===== src/rtl/aes_add_round_key_out.sv =====
// -----------------------------------------------------------------------------
// aes_add_round_key_out
//
// AddRoundKey stage that sits directly after the MixColumns/XOR stage of the
// AES-128 round pipeline.
//
// Each cycle, the stage XORs the incoming state with its round key.
// - Ordinary rounds are registered onto the round path, together with the key
//   and the Rcon tag, for the next round stage.
// - A final-round block (rcon_in == FINAL_RCON) is diverted into a show-ahead
//   ciphertext FIFO. The host drains that FIFO with a valid/ready handshake.
// - The round pipeline is never back-pressured. If a final block arrives while
//   the FIFO is full and nothing is being read, the block is dropped and the
//   sticky overflow flag is set.
//
// Parameters
//   FIFO_DEPTH  ciphertext FIFO entries (power of 2, >= 2)
//   FINAL_RCON  Rcon value tagging the final (10th) round
//
// Ports
//   clock       rising-edge clock
//   reset       synchronous, active-high reset
//   state_in    round state; byte 0 = [127:120] ... byte F = [7:0]
//   key_in      round key, same byte order
//   rcon_in     Rcon tag travelling with the block
//   empty_in    1 = input slot is a bubble
//   state_out   state ^ key for the next round stage (0 for bubbles/final)
//   key_out     key forwarded unchanged
//   rcon_out    Rcon forwarded
//   empty_out   1 = round output slot is a bubble
//   ct_data     ciphertext at FIFO head, 0 while empty
//   ct_valid    FIFO non-empty
//   ct_ready    host accepts ct_data when ct_valid & ct_ready
//   fifo_count  entries currently held
//   overflow    sticky: a final block was dropped on a full FIFO
// -----------------------------------------------------------------------------
module aes_add_round_key_out #(
  parameter int         FIFO_DEPTH = 4,
  parameter logic [7:0] FINAL_RCON = 8'h36
) (
  input  logic                          clock,
  input  logic                          reset,
  input  logic [127:0]                  state_in,
  input  logic [127:0]                  key_in,
  input  logic [7:0]                    rcon_in,
  input  logic                          empty_in,
  output logic [127:0]                  state_out,
  output logic [127:0]                  key_out,
  output logic [7:0]                    rcon_out,
  output logic                          empty_out,
  output logic [127:0]                  ct_data,
  output logic                          ct_valid,
  input  logic                          ct_ready,
  output logic [$clog2(FIFO_DEPTH):0]   fifo_count,
  output logic                          overflow
);

  localparam int PW = $clog2(FIFO_DEPTH);
  localparam int CW = PW + 1;
  localparam logic [CW-1:0] FULL_COUNT = CW'(FIFO_DEPTH);

  // ---------------------------------------------------------------------------
  // Stage register
  // ---------------------------------------------------------------------------
  logic [127:0] sum;
  logic         fin;

  // AddRoundKey is a plain bitwise XOR; there is no carry between bytes.
  assign sum = state_in ^ key_in;
  assign fin = !empty_in && (rcon_in == FINAL_RCON);

  logic         wr_en;
  logic [127:0] wr_data;

  always_ff @(posedge clock) begin
    if (reset) begin
      state_out <= '0;
      key_out   <= '0;
      rcon_out  <= '0;
      empty_out <= 1'b1;
      wr_en     <= 1'b0;
      wr_data   <= '0;
    end else begin
      key_out  <= key_in;
      rcon_out <= rcon_in;
      wr_en    <= fin;
      wr_data  <= sum;
      // Final blocks leave the round path as bubbles; their data goes to
      // the FIFO only.
      if (!empty_in && !fin) begin
        state_out <= sum;
        empty_out <= 1'b0;
      end else begin
        state_out <= '0;
        empty_out <= 1'b1;
      end
    end
  end

  // ---------------------------------------------------------------------------
  // Ciphertext FIFO (show-ahead)
  // ---------------------------------------------------------------------------
  logic [127:0]  mem [FIFO_DEPTH];
  logic [PW-1:0] wr_ptr;
  logic [PW-1:0] rd_ptr;
  logic [CW-1:0] count_q;
  logic          full;
  logic          rd_fire;
  logic          wr_fire;

  assign full     = (count_q == FULL_COUNT);
  assign ct_valid = (count_q != '0);
  // A read is only possible on an occupied FIFO. A pop frees the head slot in
  // the same cycle, so a write to a full FIFO can still land when it pops.
  assign rd_fire  = ct_valid && ct_ready;
  assign wr_fire  = wr_en && (!full || rd_fire);

  always_ff @(posedge clock) begin
    if (wr_fire) begin
      mem[wr_ptr] <= wr_data;
    end
  end

  always_ff @(posedge clock) begin
    if (reset) begin
      wr_ptr   <= '0;
      rd_ptr   <= '0;
      count_q  <= '0;
      overflow <= 1'b0;
    end else begin
      // Pointer width equals log2(depth), so the +1 wraps modulo FIFO_DEPTH.
      if (wr_fire) begin
        wr_ptr <= wr_ptr + 1'b1;
      end
      if (rd_fire) begin
        rd_ptr <= rd_ptr + 1'b1;
      end
      if (wr_en && full && !rd_fire) begin
        overflow <= 1'b1;
      end
      case ({wr_fire, rd_fire})
        2'b10:   count_q <= count_q + 1'b1;
        2'b01:   count_q <= count_q - 1'b1;
        default: count_q <= count_q;
      endcase
    end
  end

  assign fifo_count = count_q;
  assign ct_data    = ct_valid ? mem[rd_ptr] : '0;

endmodule


===== config.mk =====
export PLATFORM = sky130hd
export DESIGN_NAME = aes_add_round_key_out
export DESIGN_NICKNAME = d
export VERILOG_FILES = /design/src/rtl/aes_add_round_key_out.sv
export SDC_FILE = /design/constraint.sdc
export NUM_CORES = 1
export LEC_CHECK = 0
export CORE_MARGIN = 4
export CORE_UTILIZATION = 50
export DETAILED_ROUTE_END_ITERATION = 8
export GPL_ROUTABILITY_DRIVEN = 0
export PLACE_DENSITY = 0.84
export SLEW_MARGIN = 20
export SYNTH_ARGS = -nofsm -noshare
export SYNTH_HDL_FRONTEND = slang
export SYNTH_SLANG_ARGS = --single-unit

===== constraint.sdc =====
create_clock -name clock -period 5.63 [get_ports clock]
set_clock_uncertainty 0.15 [all_clocks]
set_input_delay 1.126 -clock clock [delete_from_list [all_inputs] [get_ports clock]]
set_output_delay 1.126 -clock clock [all_outputs]
set_load 0.01 [all_outputs]

After elaboration in Yosys (flattened, before gate mapping). Memory sizes are Yosys's and may differ from the RTL's. A register that Yosys moved wholly into a read port is not among the register bits. Index checks and enable logic that the tools add are counted.

Register bits after elaboration: 402. Bits in latches: 0. Memory bits (writable): 512. Memory bits (read-only): 0. Bits of input ports: 268. Output and inout bits: 398. Logic and storage cells: 42. Memories: 1.

Add/sub/neg operators: 4. Multiply operators: 0. Div/mod/pow operators: 0. Order comparisons: 0. Eq/ne operators: 4. Shifts and indexed selects: 0. Muxes and demuxes: 7. Bitwise logic cells: 2. Reduce and logical (&&, ||, !) cells: 14.

Memory list: mem (words 4, width 128, rd ports 1, clocked after memory_dff 1, wr ports 1, line 103) `logic [127:0] mem [FIFO_DEPTH];`.

Operators by type and width (count): $mux 128 (1); $xor 128x128->128 (1); $eq 8x6->1 const B (1); $logic_and 1x1->1 (6); $pmux 3 s2 (1); $add 2x1->2 const B (2); $logic_not 1->1 (4); $mux 2 (2); $add 3x1->3 const B (1); $eq 3x3->1 const B (1); $mux 1 (3); $reduce_bool 3->1 (1); $sub 3x1->3 const B (1); $eq 2x1->1 const B (1); $eq 2x2->1 const B (1); $reduce_bool 2->1 (1); $reduce_or 2->1 (1); $logic_or 1x1->1 (1); $not 1->1 (1).

Logic depth before layout (Yosys ltp). Gate-level depths: netlist of the first run.

Depth after elaboration: 6. Depth in mapped cells: 8. Gate-level depth less buffers: 6.

Worst setup path after synthesis of the first run. No wires, ideal clock.

Path type: input port to flip-flop. Start: input port ct_ready. End: memory mem[0][0] (enable). Setup time: 0.503 ns. Arrival: 4.485 ns. Data required time: 4.977 ns. Setup slack: 0.492 ns. Stages: 3. Path buffers: 1. Cell sequence: buf_2 or4b_1 and3_1.

Longest elaborated chain between the ends: 5.

Ends and longest elaborated chain: from (decl) (line 53) `input logic ct_ready,`; $logic_and 1x1->1 (line 115) `assign rd_fire = ct_valid && ct_ready;`; $logic_or 1x1->1 (line 116) `assign wr_fire = wr_en && (!full || rd_fire);`; $logic_and 1x1->1 (line 116); $mux 1 (line 119) `if (wr_fire) begin`; $mux 1 (not written as such) (line 120) `mem[wr_ptr] <= wr_data;`; to (decl) (line 103).

No other way between the ends.

Worst setup path in the final report of the first run.
Start: register count_q[2] (netlist: fifo_count[2]). End: output port ct_data[103].

Longest elaborated chain between the ends: 2.

Ends and longest elaborated chain: from (decl) (line 106) `logic [CW-1:0] count_q;`; from (signal assigned) (line 142) `2'b10: count_q <= count_q + 1'b1;`; from (signal assigned) (line 143) `2'b01: count_q <= count_q - 1'b1;`; from (signal assigned) (line 144) `default: count_q <= count_q;`; $reduce_bool 3->1 (line 112) `assign ct_valid = (count_q != '0);`; $mux 128 (line 150) `assign ct_data = ct_valid ? mem[rd_ptr] : '0;`; to (decl) (line 51) `output logic [127:0] ct_data,`.

No other way between the ends.

==> results of run 1 <==
-- metrics by stage --
step / total power, W / hold WS, ps
final: 0.01401 / 310.8
after floorplan: 0.007751 / 288.3
after global placement: 0.008273 / 293.8
after CTS: 0.01412 / 303.1
after detailed placement: 0.008303 / 310.8
after global routing: 0.01448 / 331.7
-- synthesized netlist by cell type (2+ instances only) --
cell type	instances
clkbuf_1	32
nor2b_1	137
buf_2	39
nor4b_1	2
edfxtp_1	512
dfxtp_1	404
xnor2_1	129
mux4_2	128
xor2_1	2
mux2_2	2
nor2_1	267
buf_6	5
nand2b_1	2
buf_1	5
and3_1	4
o21ai_0	2
a21oi_1	3
and2_1	128
inv_1	5
nand4bb_1	2
ha_1	4
a31oi_1	2
nand3_1	3
buf_12	10
-- power by group --
group	total [W]	internal [W]	switching [W]
sequential	0.00736	0.00726	0.000103
clock	0.00584	0.00337	0.00247
combinational	0.000807	0.000450	0.000358
-- final cells by class --
type,count,area [um^2],share of cell area [%]
multi-input cells,828,7034,16.98
inverters,5,18.77,0.04530
repair buffers,685,6937,16.74
clock buffers,115,2446,5.904
flip-flops and latches,916,23470,56.65
well taps,837,1047,2.528
clock inverters,50,479.2,1.157
-- worst paths after layout --
path / start / depth (start not counted) / slack (ps) / to
max reg2reg: fifo_count[2]$_SDFFE_PP0P_ / 6 / 2790 / fifo_count[2]$_SDFFE_PP0P_
min reg2reg: wr_data[37]$_SDFF_PP0_ / 0 / 310 / mem[1][37]$_DFFE_PP_
min: wr_data[37]$_SDFF_PP0_ / 0 / 310 / mem[1][37]$_DFFE_PP_
max: fifo_count[2]$_SDFFE_PP0P_ / 4 / 1090 / ct_data[103]
-- cells in the final DEF, fill, tap and decap left out, drive strengths merged, types with 2 or more instances in the layout --
master	n
mux4	128
clkbuf	115
inv	9
and3	4
xnor2	129
buf	21
and2	128
nand2b	2
xor2	2
mux2	2
clkinv	35
nor2b	137
a31oi	2
nand3	3
clkinvlp	5
bufinv	6
nor2	267
dfxtp	404
a21oi	3
ha	4
edfxtp	512
nand4bb	2
o21ai	3
clkdlybuf4s50	664
nor4b	2
-- routing by layer --
metal | part of all wire [%] | up-vias | GRT usage [%] | routed length [um]
met1 | 37 | 8825 | 26.16 | 28180
met4 | 3.1 | 4 | 7.973 | 2313
li1 | - | 7871 | - | -
met5 | 0.031 | - | 0 | 23
met3 | 6.2 | 133 | 5.098 | 4648
met2 | 53 | 605 | 40.07 | 40030
-- worst max-delay path: stages, from the launching register on --
cell             delay [ps]
dfxtp_1                 520
or3_4                   780
buf_4                   430
and2_1                  210
clkdlybuf4s50_1         620
-- logic make-up (layout without fill, tap and decap cells) --
family                   Yosys count  count (layout)  share of synthesized area, %
multiplexers                     131             131                         9.382
buffers and inverters             96             855                         1.961
XOR/XNOR                         131             131                         3.692
AO/OA/AOI/OAI                     12              12                        0.2617
adder cells (fa/ha/maj)            5               5                        0.2255
AND/OR/NAND/NOR                  549             549                         8.975
flip-flops                       916             916                         75.50
-- state kept, by name, indices dropped and copies added (netlist names), named ones only --
register	count
mem	512
key_out	128
state_out	128
wr_data	128
rcon_out	8
fifo_count	3
rd_ptr	2
wr_ptr	2
empty_out	1
overflow	1
wr_en	1
==> flow_metrics.env, run 1 <==
export IMPL_die_x_um=257.3
export IMPL_chipHeight_um=257.3
export IMPL_holdBufCountCts=0
export IMPL_ioPinCount=666
export IMPL_final_util_pct=67.26
export IMPL_power_density_nw_per_um2=338.1
export IMPL_synth_area_um2=31070
export IMPL_grt_pass1_wl_um=113400
export IMPL_cts_sinks=916
export IMPL_hold_class="reg2reg"
export IMPL_cts_root_buf="clkbuf_16"
export IMPL_synth_warnings=0
export IMPL_ys_types=35
export IMPL_fin_crit_sh_pct=80.63
export IMPL_rsz0062_at_grt="no"
export IMPL_rows=91
export IMPL_vias_per_cell=5.075
export IMPL_ys_async_sr_fraction_pct=0
export IMPL_synth_top_area_share_pct=49.48
export IMPL_finalInstanceArea_um2=41430
export IMPL_firstDrtPassIters=7
export IMPL_vias=17438
export IMPL_synthCells=1840
export IMPL_status="completed"
export IMPL_leakagePower_nw=14.12
export IMPL_io_buffer_count=665
export IMPL_fin_tns_setup_ps=0
export IMPL_slew_violations=0
export IMPL_hold_viol=0
export IMPL_grt_max_degree=118
export IMPL_dp_slack_ps=1702
export IMPL_antenna_cells=0
export IMPL_cts_clk_slew_worst_paths_ps=60
export IMPL_area_delta_synth_final_pct=33.33
export IMPL_dp_cells=3271
export IMPL_initial_core_util_pct=50.45
export IMPL_cts_tree="yes"
export IMPL_yosys_register_bits=916
export IMPL_nets=2797
export IMPL_worst_slew_pin_slew_ps=945.5
export IMPL_nFillCells=3959
export IMPL_dieArea_um2=66200
export IMPL_htreeDepth=3
export IMPL_antenna_found_initial=2
export IMPL_irDropWorstVdd_v=0.0003043
export IMPL_yosys_area_top_type="edfxtp_1"
export IMPL_avgSynthCellArea_um2=16.89
export IMPL_wl_per_cell_um=21.88
export IMPL_core_area_um2=61600
export IMPL_cts_buffers=88
export IMPL_drive_gt1_share_pct=11.74
export IMPL_postCtsSetupBuffers=0
export IMPL_drtIter0Drc=1214
export IMPL_cts_repair_resized=0
export IMPL_stdcell_count=3436
export IMPL_start_kind="flip-flop"
export IMPL_synth_yosys_seq_area_share_pct=75.50
export IMPL_antenna_left=0
export IMPL_clockBufferDepth=3
export IMPL_fmax_mhz=220.3
export IMPL_fin_ws_ps=1091
export IMPL_synthFlopType="edfxtp_1"
export IMPL_grtUsageTotal_pct=22.21
export IMPL_critPathRequiredTime_ps=4350
export IMPL_routed_wirelength_um=75190
export IMPL_slew_headroom_pct=36.97
export IMPL_syn_nets=2113
export IMPL_placed_cell_area_um2=38510
export IMPL_insertion_delay_ps=640
export IMPL_crit_fanout=81
export IMPL_drc_errors=0
export IMPL_dp_hpwl_um=49080
export IMPL_cp_data_arrival_time_ps=3260
export IMPL_timing_worst_setup_path_type="reg2out"
export IMPL_synth_area_top_cells="edfxtp_1, dfxtp_1, mux4_2"
export IMPL_critPathCaptureType="output port"
export IMPL_synth_edf_count=512
export IMPL_grt_pass1_vias=18665
export IMPL_finalSetupViolations=0
export IMPL_maxCapViolCount=0
export IMPL_overflow=0
export IMPL_period_needed_ps=4539
Power figures use the tool's default switching activity.
==> run 2: changes to the inputs <==
--- a/config.mk
+++ b/config.mk
@@ -6,10 +6,10 @@
 export NUM_CORES = 1
 export LEC_CHECK = 0
 export CORE_MARGIN = 4
-export CORE_UTILIZATION = 50
+export CORE_UTILIZATION = 46
 export DETAILED_ROUTE_END_ITERATION = 8
 export GPL_ROUTABILITY_DRIVEN = 0
-export PLACE_DENSITY = 0.84
+export PLACE_DENSITY = 0.81
 export SLEW_MARGIN = 20
 export SYNTH_ARGS = -nofsm -noshare
 export SYNTH_HDL_FRONTEND = slang
==> constraint.sdc (replaced) <==
create_clock -name clock -period 4.1 [get_ports clock]
set_clock_uncertainty 0.15 [all_clocks]
set_input_delay 0.82 -clock clock [delete_from_list [all_inputs] [get_ports clock]]
set_output_delay 0.82 -clock clock [all_outputs]
set_load 0.01 [all_outputs]
==> run 2 against run 1 <==
  * Final cell count increased by 1.4%
  * Register-to-register slack got worse by 1700 ps
  * Worst hold slack improved by 6.2 ps
  * First-iteration DRC count decreased by 2.9%
  * Sequential power increased by 37%
  * Design area increased by 1.1%
  * Wire length increased by 1.1%
  * Utilization decreased by 4.8 points
  * Count of clock-buffer cells in the layout increased by 1
  * Non-clock buffer count increased by 3
  * Sequential share of layout area decreased by 0.61 points
  * Sequential cell count unchanged
==> flow_metrics.env, run 2 (synthesis results as in run 1) <==
export IMPL_largest_reg_flops=512
export IMPL_layout_commonest_cell="clkdlybuf4s50_1"
export IMPL_timing_worst_setup_path_type="reg2out"
export IMPL_dp_hpwl_um=50340
export IMPL_postCtsSetupBuffers=0
export IMPL_dp_slack_ps=784.5
export IMPL_firstDrtPassIters=5
export IMPL_placed_cell_area_um2=38660
export IMPL_routed_wirelength_um=76020
export IMPL_cts_sinks=916
export IMPL_start_kind="flip-flop"
export IMPL_critPathRequiredTime_ps=3130
export IMPL_startpoint="fifo_count[2]$_SDFFE_PP0P_"
export IMPL_total_power_w=0.01988
export IMPL_leakagePower_nw=14.30
export IMPL_holdBufCountCts=0
export IMPL_nets=2802
export IMPL_antenna_found_initial=1
export IMPL_grt_pass1_wl_um=112800
export IMPL_cts_root_buf="clkbuf_16"
export IMPL_cts_clk_slew_worst_paths_ps=60
export IMPL_ioPinCount=666
export IMPL_status="completed"
export IMPL_drtIter0Drc=1179
export IMPL_overflow=0
export IMPL_finalSetupViolations=0
export IMPL_nFillCells=4670
export IMPL_fin_tns_setup_ps=0
export IMPL_drive_gt1_share_pct=12.27
export IMPL_cts_buffers=90
export IMPL_power_density_nw_per_um2=474.7
export IMPL_slew_violations=0
export IMPL_chipHeight_um=267.9
export IMPL_hold_class="reg2reg"
export IMPL_insertion_delay_ps=630
export IMPL_rows=95
export IMPL_vias=17357
export IMPL_finalInstanceArea_um2=41890
export IMPL_htreeDepth=3
export IMPL_irDropWorstVdd_v=0.0003960
export IMPL_vias_per_cell=4.983
export IMPL_dp_cells=3310
export IMPL_cp_data_arrival_time_ps=2980
export IMPL_period_needed_ps=3947
export IMPL_hold_start="wr_data[1]$_SDFF_PP0_"
export IMPL_grt_max_degree=130
export IMPL_initial_core_util_pct=46.35
export IMPL_crit_fanout=56
export IMPL_drc_errors=0
export IMPL_hold_viol=0
export IMPL_dieArea_um2=71780
export IMPL_maxCapViolCount=0
export IMPL_worst_slew_pin_slew_ps=716.2
export IMPL_cts_repair_resized=0
export IMPL_io_buffer_count=665
export IMPL_rsz0062_at_grt="no"
export IMPL_top_register="mem"
export IMPL_slew_headroom_pct=51.58
export IMPL_fmax_mhz=253.4
export IMPL_critPathCaptureType="output port"
export IMPL_wl_per_cell_um=21.83
export IMPL_stdcell_count=3483
export IMPL_core_area_um2=67040
export IMPL_clockBufferDepth=3
export IMPL_grt_pass1_vias=18479
export IMPL_fin_crit_sh_pct=96.27
export IMPL_antenna_left=0
export IMPL_layout_common_cells="clkdlybuf4s50_1, edfxtp_1, dfxtp_1"
export IMPL_fin_ws_ps=152.9
export IMPL_cts_tree="yes"
export IMPL_area_delta_synth_final_pct=34.79
export IMPL_grtUsageTotal_pct=20.59
export IMPL_r2r_start="fifo_count[2]$_SDFFE_PP0P_"
export IMPL_die_x_um=267.9
run 2: cell types whose count changed in the layout (fill, tap and decap cells not counted), sizes merged:
| cell | before | now |
|---|---|---|
| buf | 21 | 24 |
| inv | 9 | 10 |
| bufinv | 6 | 10 |
| diode | 0 | 3 |
| clkinv | 35 | 34 |
| clkbuf | 115 | 116 |
run 2: critical path, stage by stage (launching register included):
cell             delay, ps
dfxtp_1                530
or3_4                  570
buf_12                 300
and2_1                 190
clkdlybuf4s50_1        630
run 2: area by class of cell:
class | instances | area, um^2 | share of cell area, %
tap | 873 | 1092 | 2.608
inverter | 5 | 18.77 | 0.04481
multi-input combinational | 828 | 7034 | 16.79
timing repair buffer | 688 | 7047 | 16.82
clock inverter | 54 | 630.6 | 1.506
antenna | 3 | 7.507 | 0.01792
sequential | 916 | 23470 | 56.03
clock buffer | 116 | 2586 | 6.174
run 2: path summary, 6_finish.rpt:
check                                                   to  slack (ps)  cells after the start
worst max-delay path                           ct_data[20]         150                      4
worst min-delay path                   mem[3][1]$_DFFE_PP_         320                      0
worst max register to register  fifo_count[2]$_SDFFE_PP0P_        1070                      7
worst min register to register         mem[3][1]$_DFFE_PP_         320                      0
run 2: metrics by stage:
| step | util [%] | hold slack, ps |
|---|---|---|
| floorplan | - | 288.3 |
| global placement | 57.67 | 295.3 |
| detailed placement | 57.67 | 307.6 |
| CTS | 62.47 | 319.0 |
| global route | 62.47 | 331.9 |
| finish | 62.48 | 317.0 |
run 2: power breakdown:
part | internal (W) | switching [W]
sequential | 0.00997 | 0.000144
combinational | 0.000618 | 0.000481
clock | 0.00515 | 0.00353
total | 0.0157 | 0.00415
run 2: layer usage:
layer / vias to the layer above / wire length (um) / share of wire (%) / global-route usage [%]
li1: 7883 / - / - / -
met1: 8769 / 29770 / 39 / 25.56
met2: 579 / 40430 / 53 / 36.94
met3: 124 / 3895 / 5.1 / 3.699
met4: 2 / 1909 / 2.5 / 6.434
met5: - / 20 / 0.026 / 0
